--- src/rtl/fifo_secded_pkg.sv ---
// Shared SECDED helpers and types for the protected FIFO.
// Each byte is stored as a 13-bit word. Bits [11:0] hold Hamming(12,8)
// positions 1..12, with check bits at positions 1, 2, 4 and 8. Bit 12 is
// the overall parity over the other twelve bits.
package fifo_secded_pkg;

  localparam int CHK_PER_BYTE = 5;
  localparam int BYTE_ENC_W   = 8 + CHK_PER_BYTE;

  // Sticky error flags, MSB first: {uncorr, corr, underflow, overflow}
  typedef struct packed {
    logic uncorr;
    logic corr;
    logic underflow;
    logic overflow;
  } err_status_t;

  typedef struct packed {
    logic [7:0] data;
    logic       corr;
    logic       uncorr;
  } dec_byte_t;

  // XOR of the 1-based positions of every set bit in the 12-bit Hamming field
  function automatic logic [3:0] secded_syndrome(input logic [11:0] cw);
    logic [3:0] syn;
    syn = 4'd0;
    for (int i = 0; i < 12; i++) begin
      syn = syn ^ (cw[i] ? 4'(i + 1) : 4'd0);
    end
    return syn;
  endfunction

  function automatic logic [BYTE_ENC_W-1:0] secded_enc_byte(input logic [7:0] d);
    logic [BYTE_ENC_W-1:0] cw;
    logic [3:0]            syn;
    cw     = 13'd0;
    cw[2]  = d[0];
    cw[4]  = d[1];
    cw[5]  = d[2];
    cw[6]  = d[3];
    cw[8]  = d[4];
    cw[9]  = d[5];
    cw[10] = d[6];
    cw[11] = d[7];
    // Setting each check bit to the matching syndrome bit of the data-only
    // word brings the final syndrome to zero.
    syn    = secded_syndrome(cw[11:0]);
    cw[0]  = syn[0];
    cw[1]  = syn[1];
    cw[3]  = syn[2];
    cw[7]  = syn[3];
    cw[12] = ^cw[11:0];
    return cw;
  endfunction

  function automatic dec_byte_t secded_dec_byte(input logic [BYTE_ENC_W-1:0] code);
    logic [BYTE_ENC_W-1:0] fixed;
    logic [3:0]            syn;
    logic                  par;
    dec_byte_t             res;
    fixed      = code;
    syn        = secded_syndrome(code[11:0]);
    par        = ^code;
    res.corr   = 1'b0;
    res.uncorr = 1'b0;
    if (syn == 4'd0) begin
      // Only the overall parity bit flipped; the data is intact.
      res.corr = par;
    end else if (par) begin
      if (syn <= 4'd12) begin
        fixed[syn - 4'd1] = ~fixed[syn - 4'd1];
        res.corr = 1'b1;
      end else begin
        // A syndrome outside the codeword can only come from a multi-bit error.
        res.uncorr = 1'b1;
      end
    end else begin
      res.uncorr = 1'b1;
    end
    res.data = {fixed[11], fixed[10], fixed[9], fixed[8],
                fixed[6], fixed[5], fixed[4], fixed[2]};
    return res;
  endfunction

endpackage

--- src/rtl/fifo_secded_sync_if.sv ---
// Interface bundle for the SECDED FIFO. The master side is the user, and the
// slave side is the FIFO.
interface fifo_secded_sync_if
  import fifo_secded_pkg::*;
#(
  parameter int DATA_WIDTH = 32,
  parameter int FIFO_DEPTH = 16
);
  localparam int ENC_WIDTH = DATA_WIDTH + DATA_WIDTH / 8 * CHK_PER_BYTE;
  localparam int CNT_W     = $clog2(FIFO_DEPTH) + 1;

  logic                  WriteEn;
  logic [DATA_WIDTH-1:0] DataIn;
  logic                  ReadEn;
  logic [DATA_WIDTH-1:0] DataOut;
  logic                  DataValid;
  logic                  Empty_;
  logic                  Full_;
  logic                  HalfFull_;
  logic                  AlmostFull_;
  logic                  AlmostEmpty_;
  logic [CNT_W-1:0]      Count;
  logic                  CorrErr;
  logic                  UncorrErr;
  logic [3:0]            ErrStatus;
  logic                  ErrClear;
  logic                  InjectEn;
  logic [ENC_WIDTH-1:0]  InjectMask;

  modport master (
    output WriteEn, DataIn, ReadEn, ErrClear, InjectEn, InjectMask,
    input  DataOut, DataValid, Empty_, Full_, HalfFull_, AlmostFull_,
           AlmostEmpty_, Count, CorrErr, UncorrErr, ErrStatus
  );

  modport slave (
    input  WriteEn, DataIn, ReadEn, ErrClear, InjectEn, InjectMask,
    output DataOut, DataValid, Empty_, Full_, HalfFull_, AlmostFull_,
           AlmostEmpty_, Count, CorrErr, UncorrErr, ErrStatus
  );

endinterface

--- src/rtl/fifo_secded_ram.sv ---
// Register-array storage for encoded FIFO words. It has one write port and
// one read port with a registered output.
// The read register is cleared by reset so that the decoded output starts at
// zero. The array contents are not reset.
module fifo_secded_ram #(
  parameter int WIDTH = 52,
  parameter int DEPTH = 16
) (
  input  logic                     clk,
  input  logic                     rst_,
  input  logic                     wrEn,
  input  logic [$clog2(DEPTH)-1:0] wrAddr,
  input  logic [WIDTH-1:0]         wrData,
  input  logic                     rdEn,
  input  logic [$clog2(DEPTH)-1:0] rdAddr,
  output logic [WIDTH-1:0]         rdData
);

  logic [WIDTH-1:0] memR [DEPTH];
  logic [WIDTH-1:0] rdDataR;

  // Store the encoded word on an accepted write
  always_ff @(posedge clk) begin
    if (wrEn) begin
      memR[wrAddr] <= wrData;
    end
  end

  // Capture the addressed word; hold it between reads so the output stays stable
  always_ff @(posedge clk) begin
    if (!rst_) begin
      rdDataR <= {WIDTH{1'b0}};
    end else if (rdEn) begin
      rdDataR <= memR[rdAddr];
    end
  end

  assign rdData = rdDataR;

endmodule

--- src/rtl/fifo_secded_sync.sv ---
// Single-clock FIFO with per-byte SECDED protection. Data is encoded on write
// and checked/corrected on read. The block also keeps occupancy flags, sticky
// error status, and an error-injection path.
module fifo_secded_sync
  import fifo_secded_pkg::*;
#(
  parameter int DATA_WIDTH = 32,
  parameter int FIFO_DEPTH = 16,
  parameter int AFULL_LVL  = FIFO_DEPTH - 2,
  parameter int AEMPTY_LVL = 2
) (
  input logic              Clock,
  input logic              Reset_,
  fifo_secded_sync_if.slave bus
);

  localparam int ENC_WIDTH = DATA_WIDTH + DATA_WIDTH / 8 * CHK_PER_BYTE;
  localparam int NBYTES    = DATA_WIDTH / 8;
  localparam int AW        = $clog2(FIFO_DEPTH);
  localparam int CW        = AW + 1;

  localparam logic [CW-1:0] DEPTH_C  = CW'(FIFO_DEPTH);
  localparam logic [CW-1:0] HALF_C   = CW'(FIFO_DEPTH / 2);
  localparam logic [CW-1:0] AFULL_C  = CW'(AFULL_LVL);
  localparam logic [CW-1:0] AEMPTY_C = CW'(AEMPTY_LVL);
  localparam logic [AW-1:0] PTR_ONE  = AW'(1);

  logic [AW-1:0]         wrPtrR;
  logic [AW-1:0]         rdPtrR;
  logic [CW-1:0]         countR;
  logic [CW-1:0]         countNextS;
  logic                  rdAccS;
  logic                  wrAccS;
  logic                  ovfS;
  logic                  udfS;
  logic                  validR;
  logic                  emptyR;
  logic                  fullR;
  logic                  halfR;
  logic                  afullR;
  logic                  aemptyR;
  err_status_t           errR;
  err_status_t           errNextS;
  logic [ENC_WIDTH-1:0]  encWordS;
  logic [ENC_WIDTH-1:0]  wrWordS;
  logic [ENC_WIDTH-1:0]  rdWordS;
  logic [DATA_WIDTH-1:0] dataDecS;
  logic [NBYTES-1:0]     corrVecS;
  logic [NBYTES-1:0]     uncorrVecS;
  logic                  corrPulseS;
  logic                  uncorrPulseS;

  // Decide which requests are accepted; a read makes room for a write in the same cycle
  always_comb begin
    rdAccS     = bus.ReadEn && (countR != {CW{1'b0}});
    wrAccS     = bus.WriteEn && ((countR < DEPTH_C) || rdAccS);
    ovfS       = bus.WriteEn && !wrAccS;
    udfS       = bus.ReadEn && !rdAccS;
    countNextS = countR + {{AW{1'b0}}, wrAccS} - {{AW{1'b0}}, rdAccS};
  end

  for (genvar b = 0; b < NBYTES; b++) begin : gEnc
    assign encWordS[b*BYTE_ENC_W +: BYTE_ENC_W] = secded_enc_byte(bus.DataIn[b*8 +: 8]);
  end

  assign wrWordS = encWordS ^ (bus.InjectEn ? bus.InjectMask : {ENC_WIDTH{1'b0}});

  fifo_secded_ram #(
    .WIDTH (ENC_WIDTH),
    .DEPTH (FIFO_DEPTH)
  ) uRam (
    .clk    (Clock),
    .rst_   (Reset_),
    .wrEn   (wrAccS && Reset_),
    .wrAddr (wrPtrR),
    .wrData (wrWordS),
    .rdEn   (rdAccS),
    .rdAddr (rdPtrR),
    .rdData (rdWordS)
  );

  for (genvar b = 0; b < NBYTES; b++) begin : gDec
    dec_byte_t decS;
    assign decS                 = secded_dec_byte(rdWordS[b*BYTE_ENC_W +: BYTE_ENC_W]);
    assign dataDecS[b*8 +: 8]   = decS.data;
    assign corrVecS[b]          = decS.corr;
    assign uncorrVecS[b]        = decS.uncorr;
  end

  assign corrPulseS   = validR && (|corrVecS);
  assign uncorrPulseS = validR && (|uncorrVecS);

  // Advance pointers and occupancy; flags track next-state Count so they move together with it
  always_ff @(posedge Clock) begin
    if (!Reset_) begin
      wrPtrR  <= {AW{1'b0}};
      rdPtrR  <= {AW{1'b0}};
      countR  <= {CW{1'b0}};
      validR  <= 1'b0;
      emptyR  <= 1'b0;
      fullR   <= 1'b1;
      halfR   <= 1'b1;
      afullR  <= 1'b1;
      aemptyR <= 1'b0;
    end else begin
      if (wrAccS) begin
        wrPtrR <= wrPtrR + PTR_ONE;
      end
      if (rdAccS) begin
        rdPtrR <= rdPtrR + PTR_ONE;
      end
      countR  <= countNextS;
      validR  <= rdAccS;
      emptyR  <= (countNextS != {CW{1'b0}});
      fullR   <= (countNextS != DEPTH_C);
      halfR   <= (countNextS < HALF_C);
      afullR  <= (countNextS < AFULL_C);
      aemptyR <= (countNextS > AEMPTY_C);
    end
  end

  // Sticky error status: a clear drops old flags, but events in the same cycle still set them
  always_comb begin
    errNextS = errR;
    if (bus.ErrClear) begin
      errNextS = 4'b0000;
    end else begin
      errNextS = errR;
    end
    errNextS.overflow  = errNextS.overflow  | ovfS;
    errNextS.underflow = errNextS.underflow | udfS;
    errNextS.corr      = errNextS.corr      | corrPulseS;
    errNextS.uncorr    = errNextS.uncorr    | uncorrPulseS;
  end

  // Register the error status
  always_ff @(posedge Clock) begin
    if (!Reset_) begin
      errR <= 4'b0000;
    end else begin
      errR <= errNextS;
    end
  end

  assign bus.DataOut      = dataDecS;
  assign bus.DataValid    = validR;
  assign bus.Empty_       = emptyR;
  assign bus.Full_        = fullR;
  assign bus.HalfFull_    = halfR;
  assign bus.AlmostFull_  = afullR;
  assign bus.AlmostEmpty_ = aemptyR;
  assign bus.Count        = countR;
  assign bus.CorrErr      = corrPulseS;
  assign bus.UncorrErr    = uncorrPulseS;
  assign bus.ErrStatus    = errR;

endmodule

--- src/flat_wrapper.sv ---
// flat-port wrapper written by rule: the top's interface ports become plain ports
module fifo_secded_sync_flat import fifo_secded_pkg::*;
#(
  parameter int DATA_WIDTH = 32,
  parameter int FIFO_DEPTH = 16,
  parameter int AFULL_LVL  = FIFO_DEPTH - 2,
  parameter int AEMPTY_LVL = 2
)
  (Clock, Reset_, bus_WriteEn, bus_DataIn, bus_ReadEn, bus_ErrClear, bus_InjectEn, bus_InjectMask, bus_DataOut, bus_DataValid, bus_Empty_, bus_Full_, bus_HalfFull_, bus_AlmostFull_, bus_AlmostEmpty_, bus_Count, bus_CorrErr, bus_UncorrErr, bus_ErrStatus);
  fifo_secded_sync_if #(.DATA_WIDTH(DATA_WIDTH), .FIFO_DEPTH(FIFO_DEPTH)) bus_i ();
  input logic Clock;
  input logic Reset_;
  input wire logic [$bits(bus_i.WriteEn)-1:0] bus_WriteEn;
  input wire logic [$bits(bus_i.DataIn)-1:0] bus_DataIn;
  input wire logic [$bits(bus_i.ReadEn)-1:0] bus_ReadEn;
  input wire logic [$bits(bus_i.ErrClear)-1:0] bus_ErrClear;
  input wire logic [$bits(bus_i.InjectEn)-1:0] bus_InjectEn;
  input wire logic [$bits(bus_i.InjectMask)-1:0] bus_InjectMask;
  output wire logic [$bits(bus_i.DataOut)-1:0] bus_DataOut;
  output wire logic [$bits(bus_i.DataValid)-1:0] bus_DataValid;
  output wire logic [$bits(bus_i.Empty_)-1:0] bus_Empty_;
  output wire logic [$bits(bus_i.Full_)-1:0] bus_Full_;
  output wire logic [$bits(bus_i.HalfFull_)-1:0] bus_HalfFull_;
  output wire logic [$bits(bus_i.AlmostFull_)-1:0] bus_AlmostFull_;
  output wire logic [$bits(bus_i.AlmostEmpty_)-1:0] bus_AlmostEmpty_;
  output wire logic [$bits(bus_i.Count)-1:0] bus_Count;
  output wire logic [$bits(bus_i.CorrErr)-1:0] bus_CorrErr;
  output wire logic [$bits(bus_i.UncorrErr)-1:0] bus_UncorrErr;
  output wire logic [$bits(bus_i.ErrStatus)-1:0] bus_ErrStatus;
  assign bus_i.WriteEn = bus_WriteEn;
  assign bus_i.DataIn = bus_DataIn;
  assign bus_i.ReadEn = bus_ReadEn;
  assign bus_i.ErrClear = bus_ErrClear;
  assign bus_i.InjectEn = bus_InjectEn;
  assign bus_i.InjectMask = bus_InjectMask;
  assign bus_DataOut = bus_i.DataOut;
  assign bus_DataValid = bus_i.DataValid;
  assign bus_Empty_ = bus_i.Empty_;
  assign bus_Full_ = bus_i.Full_;
  assign bus_HalfFull_ = bus_i.HalfFull_;
  assign bus_AlmostFull_ = bus_i.AlmostFull_;
  assign bus_AlmostEmpty_ = bus_i.AlmostEmpty_;
  assign bus_Count = bus_i.Count;
  assign bus_CorrErr = bus_i.CorrErr;
  assign bus_UncorrErr = bus_i.UncorrErr;
  assign bus_ErrStatus = bus_i.ErrStatus;
  fifo_secded_sync #(.DATA_WIDTH(DATA_WIDTH), .FIFO_DEPTH(FIFO_DEPTH), .AFULL_LVL(AFULL_LVL), .AEMPTY_LVL(AEMPTY_LVL)) u_core (.Clock(Clock), .Reset_(Reset_), .bus(bus_i));
endmodule
--- config.mk ---
export PLATFORM = sky130hd
export DESIGN_NAME = fifo_secded_sync_flat
export DESIGN_NICKNAME = d
export VERILOG_FILES = /design/src/rtl/fifo_secded_pkg.sv /design/src/rtl/fifo_secded_sync_if.sv /design/src/rtl/fifo_secded_ram.sv /design/src/rtl/fifo_secded_sync.sv /design/src/flat_wrapper.sv
export SDC_FILE = /design/constraint.sdc
export NUM_CORES = 1
export LEC_CHECK = 0
export CORE_UTILIZATION = 30
export DETAILED_ROUTE_END_ITERATION = 6
export PLACE_DENSITY = 0.42
export SLEW_MARGIN = 10
export SYNTH_ARGS = -nofsm -noshare
export SYNTH_HDL_FRONTEND = slang
export SYNTH_SLANG_ARGS = --single-unit
--- constraint.sdc ---
create_clock -name Clock -period 21.9 [get_ports Clock]
set_input_delay 6.57 -clock Clock [delete_from_list [all_inputs] [get_ports Clock]]
set_output_delay 6.57 -clock Clock [all_outputs]
set_load 0.05 [all_outputs]
# Word-level counts from Yosys, hierarchy flattened
# Memories as Yosys holds them, arrays and structs flattened. A register that Yosys moved wholly into a read port is not among the register bits.
# Index checks and enable logic that the tools add are counted.
# Widths: inputs -> output; s select.
# word_totals
register_bits	23
wordCells	291
mem_bits_rw	832
latchBits	0
in_bits	90
memories	1
mem_bits_ro	0
output_inout_bits	49
# classes
n_mux	140
bitwise	81
n_div	0
add_sub_neg	8
order_cmp	16
n_eq_ne	1
n_reduce_logical	31
n_mul	0
shift	0
# memory_table
name	words	word_bits	read_ports	rd_ports_with_merged_regs	write_ports	line_no	source
u_core.uRam.memR	16	52	1	1	1	fifo_secded_ram.sv:19	logic [WIDTH-1:0] memR [DEPTH];
# op_table
op	n
$xor 4x4->4	72
$mux 4	37
$mux 12	12
$mux 3	28
$bwmux 13	4
$mux 52	1
$reduce_xor 13->1	4
$xor 52x52->52	1
$reduce_xor 12->1	4
$mux 1	38
$mux 2	12
$lt 4x5->1 const B	4
$bmux 1 s4	4
$demux 1 s4	4
$ge 4x1->1 const B	4
$le 4x4->1 const B	4
$logic_not 4->1	4
$sub 4x1->4 const B	4
$logic_and 1x1->1	11
$lt 5x4->1 const B	2
$reduce_bool 5->1	2
$add 4x1->4 const B	2
$reduce_or 4->1	2
$add 5x1->5	1
other kinds (8)	16

# Logic depth before layout (Yosys ltp)
# Gate-level depths: netlist of the first run.
# depth
ltp_word	21
ltp_mapped	20

# Hierarchy
# Synthesis of the first run repeated with hierarchy kept, for this count alone.
# hier_totals
hier_cells	2684
hier_area_um2	39382.8
# modules_own_cells
mod	area_each_um2	n_inst	seq_area_each_um2	cells_each
fifo_secded_ram	33748.6	1	26025.0	1959
fifo_secded_sync	5634.2	1	460.4	725

# Worst setup path before layout of the first run
# No wires, ideal clock.
# synth_path
kind	input to register
startpoint	input port bus_ReadEn
endpoint	memory u_core.uRam.memR[2][0], enable pin
setup_slack_ps	10504
path_stages	4
setup_ps	526
arrival_ps	10871
path_buffers	0
cell_sequence	inv_1 a21boi_1 nand3_1 nor3_1
# synth_between
elab_chain_len	6
# synth_rtl
item	line_no	source
from (decl)	flat_wrapper.sv:15	input wire logic [$bits(bus_i.ReadEn)-1:0] bus_ReadEn;
$logic_and 1x1->1	fifo_secded_sync.sv:55	rdAccS = bus.ReadEn && (countR != {CW{1'b0}});
$logic_or 1x1->1	fifo_secded_sync.sv:56	wrAccS = bus.WriteEn && ((countR < DEPTH_C) || rdAccS);
$logic_and 1x1->1	fifo_secded_sync.sv:56	
$logic_and 1x1->1	fifo_secded_sync.sv:74	.wrEn (wrAccS && Reset_),
$mux 1	fifo_secded_ram.sv:24	if (wrEn) begin
$mux 1 (not written as such)	fifo_secded_ram.sv:25	memR[wrAddr] <= wrData;
to (decl)	fifo_secded_ram.sv:19	
# Every way passes these cells.

# Final worst setup path of the first run
# layout_path
startpoint	register u_core.uRam.rdDataR[37], in the netlist u_core.uRam.rdData[37], read port of u_core.uRam.memR
endpoint	output port bus_UncorrErr
# layout_between
elab_chain_len	8
# layout_rtl
item	line_no	source
from (decl)	fifo_secded_ram.sv:20	logic [WIDTH-1:0] rdDataR;
$mux 4	fifo_secded_pkg.sv:29	syn = syn ^ (cw[i] ? 4'(i + 1) : 4'd0);
$xor 4x4->4	fifo_secded_pkg.sv:29	
$le 4x4->1	fifo_secded_pkg.sv:71	if (syn <= 4'd12) begin
$mux 1	fifo_secded_pkg.sv:71	
$mux 1	fifo_secded_pkg.sv:70	end else if (par) begin
$mux 1 (*)	fifo_secded_pkg.sv:67	if (syn == 4'd0) begin
$reduce_or 4->1 (*)	fifo_secded_sync.sv:91	assign uncorrPulseS = validR && (|uncorrVecS);
$logic_and 1x1->1 (*)	fifo_secded_sync.sv:91	
to (decl)	flat_wrapper.sv:28	output wire logic [$bits(bus_i.UncorrErr)-1:0] bus_UncorrErr;
# Mark *: on every way between the ends. The rest lies on a longest branch, timed or not.

==> flow_results.org, run 1 <==
** Critical path
- The signal on the critical path passes through xor3_2, xnor2_1, nor3_1, a2111oi_1, o22ai_1, o41a_1, clkdlybuf4s50_1.
- Counting both buffers and inverters, the worst setup path holds a total of 1.
- For flop-to-flop paths, the worst setup slack is 17.84 ns.
- In this design, the stage delay of the slowest critical-path cell is 0.89 ns.
- CP max stage cell :: xnor2_1
- The endpoint identified for the worst register-to-register timing path is u_core.uRam.rdData[45].
- At the worst endpoint, the required time is 15.33 ns.
- Worst Setup End Kind :: output pin
- Of all nets on the critical path, the largest fanout is 14.
- In this run the critical register-to-register path is launched from u_core.rdPtrR[0].
- Top Family by Delay on Critical Path :: compound AO/OA/AOI/OAI gates
- Crit path arrival time :: 4.94 ns
- For the worst flop-to-flop path, the logic depth is 6.
- Crit. Startpoint :: u_core.uRam.rdData[37]
- STA classifies the critical path startpoint as a register.
- The critical path is of the register to output pin type.

** Power
- Psw :: 2.14 mW
- The clock network accounts for 27.0% of the total power.
- Dividing total power by cell area gives a power density of 132 nW/um^2.
- Max rail drop VDD :: 0.0000741 V
- Net switching share of the total power :: 35.3%
- Registers are responsible for 35.0% of the overall power.
- Cell internal power was estimated by the tool at 3.91 mW.
- The analysis attributes to cell leakage a power of 14.2 nW.
- Of the total power, combinational logic draws 38.0%.

** Clock tree
- Maximum buffer depth of the clock tree :: 3
- For this design, the CTS-stage hold fixing added 0 buffers.
- Clock transition at path regs :: 0.06 ns
- TritonCTS buffer count :: 102
- In this run, post-CTS repair resized a total of 0 instances.
- The clock reaches the later pin of the worst-skew pair after 0.68 ns.
- The cell sitting at the root of the clock tree is a clkbuf_16.
- Number of sinks driven by the clock tree :: 907
- TritonCTS clock tree :: built
- Once the clock tree was built, the setup fixing pass inserted 0 buffers.
- In this run the number of H-tree levels came out at 3.

** STA
- Between clock sinks in the finished design, the worst skew comes to 0.0135 ns.
- Number of endpoints with negative hold slack in the final report :: 0
- Slew @ Worst Pin :: 1.23 ns
- Final setup fails :: 0
- Setup TNS :: 0 ns
- Unrepaired setup endpoints after global routing :: false
- Measured against its own limit, the worst slew margin works out to 17.2%.
- After layout, the worst setup slack is 10.39 ns.
- After layout, the minimum clock period comes to 11.51 ns.
- Number of pins with negative max-slew slack in the final report :: 0
- Final cycle utilization of the critical path :: 52.6%
- For this run, the top clock speed supported by timing is 86.9 MHz.

** Floorplan
- Die extent in y :: 361 um
- Die ar. :: 130,000 um^2
- During I/O placement, the number of pins put on the boundary was 139.
- The floorplan has 131 rows.
- Initial Util :: 30.3%
- Placeable core region :: 128,000 um^2
- Die width :: 361 um

** Route
- Routed WL per cell :: 25.9 um
- Drt first pass iters :: 5
- Post-DRT Antenna Nets :: 0
- Count of routing violations after the opening detailed-route iteration :: 1,647
- WL final :: 105,000 um
- Total via count after detailed routing :: 19,990
- In the routed layout, each cell is associated on average with a via count of 4.94.
- After detailed routing, the number of remaining DRC violations is 0.

** Worst hold path
- Endpoint, Worst Hold :: u_core.bus.ErrStatus[2]
- Origin of the worst min-delay path :: u_core.bus.ErrStatus[2]
- The min-delay analysis places its worst path in the category register to register.
- The worst hold path passes through 2 cells.

** Placed design
- Routability-driven placement finished with a final weighted congestion of 0.808.
- Buffers placed on the I/O ports in this run total 138.
- Timing analysis after detailed placement gives a worst setup slack of 11.15 ns.
- HPWL after detailed placement :: 58,100 um

** GRT
- Across every metal layer, demand over resource in global routing totals 16.1%.
- First-pass GRT wire length :: 152,000 um
- Remaining global-route overflow :: 0
- The initial antenna violation count is 5.
- Via count of the first global-routing pass :: 21,237
- Maximum number of pins on one net before global-route repair :: 121

** Finish
- Summing all multi-input logic gate instances after layout gives 11,900 um^2.
- Area growth syn-to-layout :: 17.9%
- Final-layout fill cell count :: 11,988
- Leading cell type in the layout, fill and taps excluded :: edfxtp_1
- At the end of the flow, the number of nets in the layout was 2,409.
- Sequential Area :: 26,500 um^2
- Antenna Cells :: 0
- Cells with a size suffix above 1 make up 23.4% of the layout.
- Leading cell types in the layout, fill and taps excluded :: edfxtp_1 (832), mux4_2 (264), nand2_1 (200)

** Synth
- Library cell with the largest summed area after synthesis :: edfxtp_1
- Fraction of the yosys area taken by sequential cells :: 68.4%
- Each instance of the synthesized netlist takes up on average 18.3 um^2.
- After synthesis the cells add up to 38,700 um^2.
- Yosys mapped a number of flops with a built-in enable equal to 832.
- After Yosys synthesis, full adders, half adders and majority gates account for 0.769% of the synthesized area.
- The synthesized netlist devotes 3.85% of its cell area to simple gates.
- Number of different library cells in the post-synthesis netlist :: 77
- In the synthesized netlist, the number of instances is 2,117.
- Dominant register cell in the synthesized netlist :: edfxtp_1
- During synthesis, Yosys emitted a total of 0 warnings.
- Synth top area share :: 64.5%
- Dominant combinational cell family by area after synthesis :: multiplexers
- Async set-or-reset flop fraction in the synthesized netlist :: 0%
- Sorting the synthesized cells by area gives the leading types as edfxtp_1 (65%), mux4_2 (15%), dfxtp_1 (3.9%).
- In this run, synthesis produced a sequential element count of 907.
- XOR/XNOR share of the synthesized area :: 6.21%
- Portion of netlist area occupied by mux cells :: 16.5%
- Compound-gate portion of the synthesized area :: 2.73%
- Counting every net in the synthesized netlist gives 2,227.

** Flow run
- Number of max-capacitance violations reported :: 0

** Run status
- Result of the run :: completed
## registers in the layout (all words and copies together), names as in the netlist
register                 cells
u_core.rdPtrR                4
u_core.bus.DataValid         1
u_core.bus.Empty_            1
u_core.bus.AlmostFull_       1
u_core.bus.Count             5
u_core.uRam.rdData          52
u_core.bus.ErrStatus         4
u_core.bus.HalfFull_         1
u_core.wrPtrR                4
u_core.bus.AlmostEmpty_      1
u_core.bus.Full_             1
u_core.uRam.memR           832
## worst max-delay path by stage
| stage | to | depth (start not counted) | slack, ns |
|---|---|---|---|
| after CTS | bus_UncorrErr | 7 | 10.37 |
| after global placement | bus_UncorrErr | 7 | 11.19 |
| after floorplan | u_core.uRam.memR[2][0] | 4 | 10.50 |
| after global routing | bus_UncorrErr | 7 | 10.19 |
| final | bus_UncorrErr | 7 | 10.39 |
| after detailed placement | bus_UncorrErr | 7 | 11.15 |
## synth_stat cells (all sizes together), types with 7 or more instances
master	instances
dfxtp	75
a21oi	73
xnor3	9
xor2	36
mux4	264
o22ai	8
clkbuf	74
nor2b	9
xor3	9
mux2	28
edfxtp	832
buf	40
nand3	15
o211ai	7
o21ai	23
nor3	26
nand2	201
mux2i	13
nand2b	9
nor2	58
inv	32
ha	19
xnor2	170
## final cells by class
| class | count | area share (%) |
|---|---|---|
| Sequential cell | 907 | 58.1 |
| Multi-Input combinational cell | 1064 | 26.1 |
| Clock buffer | 125 | 6.01 |
| Tap cell | 1662 | 4.56 |
| Timing Repair Buffer | 192 | 3.96 |
| Clock inverter | 64 | 0.985 |
| Inverter | 32 | 0.269 |
## power by group through the flow
stage               sequential (mW)  clock [mW]  combinational [mW]
floorplan                      2.13           0                1.68
global placement               2.15           0                2.28
detailed placement             2.15           0                2.29
CTS                            2.12        1.68                2.30
global route                   2.13        1.74                2.48
finish                         2.11        1.63                2.30
## worst reg2reg max path, cell delays in order (launching register included)
cell and delay (ns):
dfxtp_4 0.79, buf_12 0.68, buf_4 1.02, mux4_2 0.68, mux4_2 0.57, nand2_1 0.11
a21oi_1 0.07
## per-stage QoR
stage                     cell area [um^2]  hold WS (ns)  instances  utilization, %  total power [mW]
after floorplan                      38700         0.447       2117               -              3.81
after global placement               42300         0.463       3857            33.1              4.43
after detailed placement             42300         0.478       3857            33.1              4.45
after CTS                            45500         0.489       4046            35.6              6.10
after global routing                 45600         0.529       4046            35.7              6.35
final                                45600         0.482       4046            35.7              6.04
## cell families after synthesis
group,Yosys count
flops,907
buf+inv,146
mux,305
fa+ha+maj,24
simple gates,346
xor+xnor,224
compound gates,165
## layer usage
metal | routed length [um] | up-vias | GRT usage [%]
met5 | 0 | - | 0
met4 | 1730 | 0 | 3.89
li1 | - | 8749 | -
met2 | 50400 | 445 | 26.4
met1 | 48800 | 10682 | 22.6
met3 | 3930 | 114 | 2.15
(Power assumes the default switching activity.)
==> inputs of run 2 (changes only) <==
clock period = 11 ns   (was 21.9 ns; I/O delays follow)
==> flow_results.org, run 2 (synthesis gave the netlist of run 1 again) <==
** Critical path
- Crit Path Class :: register to output pin
- Setup crit start kind :: register
- Worst Setup End Kind :: output pin
- The highest cell delay on the worst timing path was 0.90 ns (about the same).
- Number of cells on the worst reg-to-reg path :: 6 (unchanged)
- Crit path arrival time :: 4.87 ns (-0.07 ns)
- The worst-path maximum fanout is 14 (unchanged).
- The required time of the worst setup path was 7.70 ns (-7.63 ns).
- CP max stage cell :: xnor2_1
- Critical Path, Cell by Cell :: xor3_2, xnor2_1, nor3_1, a2111oi_1, o22ai_1, o41a_1, clkdlybuf4s50_1

** Clock tree
- The CTS sink count is 907 (unchanged).
- The clock transition at the registers of the reported paths is 0.06 ns (about the same).
- The TritonCTS buffer count was 101 (-0.98%).
- The H-tree depth is 3 (unchanged).
- The clock insertion delay at the later pin of the skew report came to 0.68 ns (about the same).
- The tree is rooted in a clkbuf_16.
- Maximum buffer depth of the clock tree :: 3 (unchanged)
- TritonCTS clock tree :: built
- The hold buffer count at CTS is 0 (unchanged).
- The post-cts resize count is 0 (unchanged).
- Post-CTS Setup Inserts :: 0 (unchanged)

** Floorplan
- The core footprint is 128,000 um^2 (unchanged).
- Row count :: 131 (unchanged)
- Die width :: 361 um (unchanged)
- IO Pins :: 139 (unchanged)
- Initial Util :: 30.3% (unchanged)
- The vertical die dimension is 361 um (unchanged).
- The overall die area was 130,000 um^2 (unchanged).

** Worst hold path
- The number of cells traversed by the worst hold path was 2 (unchanged).
- Kind of path behind the tightest hold check :: register to register

** Finish
- Fraction of layout instances using a drive strength above 1 :: 23.4% (-0.096 points)
- Leading cell type in the layout, fill and taps excluded :: edfxtp_1
- Area growth syn-to-layout :: 17.9% (about the same)
- Number of flip-flops under the largest register name :: 832 (unchanged)
- The library cells used most frequently in the layout, excluding fill and tap cells, are edfxtp_1 (832), mux4_2 (264), nand2_1 (200).
- u_core.uRam.memR holds more flip-flops than any other register.
- Count of nets after finishing :: 2,408 (-0.042%)
- Antenna Cells :: 0 (unchanged)

** STA
- Final cycle utilization of the critical path :: 74.2%
- Based on the critical path, the design can be clocked at up to 122 MHz.
- The remaining max-slew budget at the tightest pin was 13.2% (-4.0 points).
- The clock tree skew after final layout came to 0.0306 ns (+0.0171 ns).
- Counting I/O delays and the setup requirement, the final critical path takes 8.17 ns.
- The final number of max-transition violations came to 0 (unchanged).
- The slack of the critical path was 2.83 ns (-7.55 ns).
- Slew @ Worst Pin :: 1.30 ns (+0.0641 ns)
- Final setup fails :: 0 (unchanged)
- The count of endpoints failing hold in the final timing report was 0 (unchanged).
- Setup TNS :: 0 ns (unchanged)
- Setup repair after global routing left no endpoint under its margin.

** GRT
- The total global routing overflow was 0 (unchanged).
- The total track usage is 16.0% (-0.078 points).
- First-pass GRT wire length :: 151,000 um (-0.64%)
- The initial antenna violation count came to 3 (-2).
- The largest net degree at the start of global routing was 121 (unchanged).
- The met2 track utilization from global routing is 26.2% (-0.18 points).
- The global routing met1 resource utilization came to 22.3% (-0.29 points).
- Met3 demand-to-capacity share in global routing :: 2.34% (+0.19 points)
- Via count of the first global-routing pass :: 21,094 (-0.67%)
- Most congested layer reported by global routing :: met2

** Power
- Max rail drop VDD :: 0.000162 V (+120%)
- The power per cell area was 264 nW/um^2 (+99%).
- The total power after layout was 12.0 mW (+99%).
- Static leakage power :: 14.2 nW (about the same)

** Route
- The number of DRC violations after detailed-routing iteration 0 came to 1,562 (-5.2%).
- The number of iterations in the first detailed-routing pass was 5 (unchanged).
- Via count normalized by instance count :: 4.96 (+0.37%)
- Routed WL per cell :: 25.8 um (-0.43%)
- Post-DRT Antenna Nets :: 0 (unchanged)
- The DRC violation count after routing came to 0 (unchanged).
- Total via count after detailed routing :: 20,050 (+0.30%)
- WL final :: 104,000 um (-0.51%)

** Placed design
- The number of input and output port buffers inserted came to 138 (unchanged).
- Final Wtd Congestion :: 0.806 (-0.24%)
- The half-perimeter wire length of the detailed placement result was 58,100 um (about the same).
- The minimum setup slack after placement came to 3.50 ns (-7.65 ns).

** Flow run
- The total of max-cap violations came to 0 (unchanged).

** Run status
- The flow ran to the end, and the final reports show no timing, DRC or antenna violations.
==> run 2: cell count changes in the layout (fill, tap and decap cells not counted), sizes merged <==
cell and delta:
bufinv +1, clkbuf +13, clkinv -14, clkinvlp -2, inv -1
==> run 2: final cells by class <==
cell class	instances	area (um^2)
Clock buffer	138	2800
Clock inverter	48	403
Fill cell	11980	82200
Inverter	32	123
Multi-Input combinational cell	1064	11900
Sequential cell	907	26500
Tap cell	1662	2080
Timing Repair Buffer	192	1810
==> run 2: through the flow <==
| step | cell area [um^2] | utilization, % | cells | hold slack (ns) |
|---|---|---|---|---|
| 4_1_cts | 45500 | 35.6 | 4043 | 0.480 |
| 5_1_grt | 45600 | 35.7 | 4043 | 0.502 |
| 6_report | 45600 | 35.7 | 4043 | 0.478 |
| 3_3_place_gp | 42300 | 33.1 | 3857 | 0.463 |
| 2_1_floorplan | 38700 | - | 2117 | 0.447 |
| 3_5_place_dp | 42300 | 33.1 | 3857 | 0.470 |
==> run 2: layer usage <==
| metal | routed length, um | part of all wire (%) | vias to the layer above |
|---|---|---|---|
| met1 | 48200 | 46 | 10730 |
| met2 | 50000 | 48 | 445 |
| met4 | 1890 | 1.8 | 0 |
| li1 | - | - | 8752 |
| met5 | 0 | 0 | - |
| met3 | 4310 | 4.1 | 123 |
==> run 2: worst paths after layout <==
check	slack (ns)	endpoint	start
setup / recovery	2.83	bus_UncorrErr	u_core.uRam.rdData[37]
hold / removal	0.48	u_core.bus.ErrStatus[2]	u_core.bus.ErrStatus[2]
setup reg to reg	6.94	u_core.uRam.rdData[45]	u_core.rdPtrR[0]
hold reg to reg	0.48	u_core.bus.ErrStatus[2]	u_core.bus.ErrStatus[2]
==> run 2: power breakdown <==
group / switching [mW] / internal, mW
clock network: 1.36 / 1.91
registers: 0.173 / 4.04
logic: 2.68 / 1.86
==> run 2: critical path, delay by kind of cell, from the launching register on <==
kind,cells,cell delay [ns]
XOR/XNOR,2,1.31
AND/OR/NAND/NOR,1,0.16
buffers and inverters,1,0.71
AO/OA/AOI/OAI,3,1.37
flip-flops,1,0.64
==> inputs of run 3 (changes only) <==
PLACE_DENSITY = 0.44   (was 0.42)
clock period = 7.3 ns   (was 11 ns; I/O delays follow)
==> flow_results.org, run 3 (synthesis gave the netlist of run 1 again) <==
** STA
- Worst clock skew :: 0.0167 ns (-0.0140 ns)
- Number of pins with negative max-slew slack in the final report :: 0 (unchanged)
- The final number of setup-violating endpoints came to 0 (unchanged).
- The count of endpoints failing hold in the final timing report is 0 (unchanged).
- The final sum of negative setup slack was 0 ns (unchanged).
- Unrepaired setup endpoints after global routing :: false
- Based on the critical path, the design can be clocked at up to 148 MHz.
- Period minus WS final :: 6.74 ns
- The final critical path takes up 92.3% of the cycle.
- The remaining max-slew budget at the tightest pin is 18.3% (+5.1 points).
- Slew @ Worst Pin :: 1.22 ns (-0.0806 ns)

** Route
- Post-DRT Antenna Nets :: 0 (unchanged)
- The routed via count divided by cell count was 4.93 (-0.57%).
- The number of DRC violations after detailed-routing iteration 0 is 1,526 (-2.3%).
- Total via count after detailed routing :: 19,916 (-0.67%)
- Residual DRC :: 0 (unchanged)
- The routed wire length per instance was 25.0 um (-3.1%).
- Drt first pass iters :: 5 (unchanged)
- The final wirelength is 101,000 um (-3.2%).

** Finish
- The flip-flop count of the largest register after layout came to 832 (unchanged).
- The number of fillers in the final layout was 11,905 (-0.63%).
- The final cell utilization of the core is 35.8% (+0.085 points).
- The library cell used most frequently in the layout, excluding fill and tap cells, is edfxtp_1.
- The top cell types in the final layout, fill and taps aside, are edfxtp_1 (832), mux4_2 (264), nand2_1 (200).
- Final Non-Filler Cells :: 4,039 (-0.099%)
- The total number of nets in the final design came to 2,406 (-0.083%).
- Register with the most flip-flops :: u_core.uRam.memR
- The number of diodes came to 0 (unchanged).
- The share of final-layout standard cells stronger than drive strength 1 was 23.5% (+0.12 points).
- From synthesis to final layout, the design area changed by 18.2%.

** Power
- Psw :: 6.31 mW (+50%)
- Static leakage power :: 14.2 nW (about the same)
- Cell-internal power :: 11.8 mW (+51%)
- The clock network power share is 26.9% (-0.3 points).
- The peak supply drop is 0.000208 V (+28%).
- The switching share of total power was 34.9% (-0.16 points).
- The power per cell area was 396 nW/um^2 (+50%).
- Comb pwr share :: 38.1% (+0.3 points)
- The sequential share of power was 35.0% (about the same).

** Worst hold path
- The min-delay analysis places its worst path in the category register to register.

** Critical path
- The critical path in this run is classified as register to output pin.
- Crit path arrival time :: 4.55 ns (-0.32 ns)
- Among cell families on the critical path, the largest total delay comes from compound AO/OA/AOI/OAI gates.
- CP max stage cell :: clkdlybuf4s50_1
- The required time of the worst setup path was 5.11 ns (-2.59 ns).
- The number of buffer and inverter stages on the critical path was 1 (unchanged).
- The worst setup path is captured at an output pin.
- The worst-path maximum fanout came to 8 (-6).
- Setup crit start kind :: register
- The signal on the critical path passes through xor3_1, xnor3_1, ha_1, mux2i_1, a221oi_1, o22ai_1, o41a_1, clkdlybuf4s50_1.
- Longest individual stage delay on the worst path :: 0.72 ns (-0.18 ns)

** Clock tree
- Master cell of the clock root buffer :: clkbuf_16
- The clock insertion delay at the later pin of the skew report came to 0.65 ns (-0.03 ns).
- The TritonCTS buffer count is 99 (-2.0%).
- Clock transition at path regs :: 0.06 ns (about the same)
- Post-CTS Setup Inserts :: 0 (unchanged)
- The hold buffer count at CTS was 0 (unchanged).
- The CTS sink count is 907 (unchanged).
- TritonCTS built the clock tree.
- The maximum clock path buffer count was 3 (unchanged).
- Number of gates given a new drive strength after cts :: 0 (unchanged)
- Number of H-tree branching levels :: 3 (unchanged)

** Placed design
- The number of input and output port buffers inserted is 138 (unchanged).
- Final Wtd Congestion :: 0.826 (+2.5%)
- HPWL after detailed placement :: 55,100 um (-5.3%)
- Instance count after placement with tap cells included :: 3,857 (unchanged)

** Flow run
- The total of max-cap violations is 0 (unchanged).

** Floorplan
- The top-level port count came to 139 (unchanged).
- Row count :: 131 (unchanged)
- Die ar. :: 130,000 um^2 (unchanged)
- The core footprint is 128,000 um^2 (unchanged).
- Die extent in y :: 361 um (unchanged)
- The starting density of the core was 30.3% (unchanged).
- Die width :: 361 um (unchanged)

** GRT
- Maximum number of pins on one net before global-route repair :: 126 (+4.1%)
- Via count of the first global-routing pass :: 20,972 (-0.58%)
- Initial antenna violation count :: 1 (-2)
- GRT Overall Usage :: 15.4% (-0.58 points)
- Remaining global-route overflow :: 0 (unchanged)
- First-pass GRT wire length :: 147,000 um (-2.7%)

** Run status
- Result of the run :: completed
==> run 3: per-stage QoR <==
stage / hold WS (ns) / total power, mW / instance area, um^2 / setup WS, ns
6_report: 0.483 / 18.1 / 45700 / 0.561
4_1_cts: 0.491 / 18.3 / 45600 / 0.478
3_5_place_dp: 0.482 / 13.4 / 42400 / 1.22
3_3_place_gp: 0.457 / 13.3 / 42400 / 1.24
2_1_floorplan: 0.447 / 11.4 / 38700 / 0.284
5_1_grt: 0.519 / 19.1 / 45700 / 0.0758
==> run 3: power groups by stage <==
stage,clock network [mW],logic [mW],registers [mW]
after floorplan,0,5.05,6.39
after global placement,0,6.86,6.43
after detailed placement,0,6.93,6.45
after CTS,5.01,6.95,6.34
after global routing,5.20,7.49,6.36
final,4.87,6.90,6.33
==> run 3: final cells by class <==
cell class / count / area [um^2] / area share (%)
clock buffers: 136 / 2740 / 5.99
clock inverters: 46 / 403 / 0.881
repair buffers: 192 / 1970 / 4.31
multi-input cells: 1064 / 11900 / 26.1
flip-flops and latches: 907 / 26500 / 57.9
well taps: 1662 / 2080 / 4.55
inverters: 32 / 123 / 0.268
==> run 3: worst reg2reg max path, stage by stage, from the launching register on <==
cell      delay, ns
dfxtp_1        0.52
xor3_1         0.48
xnor3_1        0.43
ha_1           0.39
mux2i_1        0.12
a221oi_1       0.52
o22ai_1        0.22
o41a_1         0.50
o21a_1         0.19
==> run 3: worst paths after layout <==
| check | start | end | slack (ns) | cells after the start |
|---|---|---|---|---|
| min | u_core.bus.ErrStatus[2] | u_core.bus.ErrStatus[2] | 0.48 | 2 |
| max reg2reg | u_core.uRam.rdData[45] | u_core.bus.ErrStatus[3] | 3.82 | 8 |
| max | u_core.uRam.rdData[45] | bus_UncorrErr | 0.56 | 8 |
| min reg2reg | u_core.bus.ErrStatus[2] | u_core.bus.ErrStatus[2] | 0.48 | 2 |
==> run 3: metal layers <==
metal | global-route usage, % | share of wire, %
met2 | 24.4 | 47
met3 | 2.22 | 3.9
met1 | 22.4 | 48
met5 | 0 | 0
met4 | 3.76 | 1.7
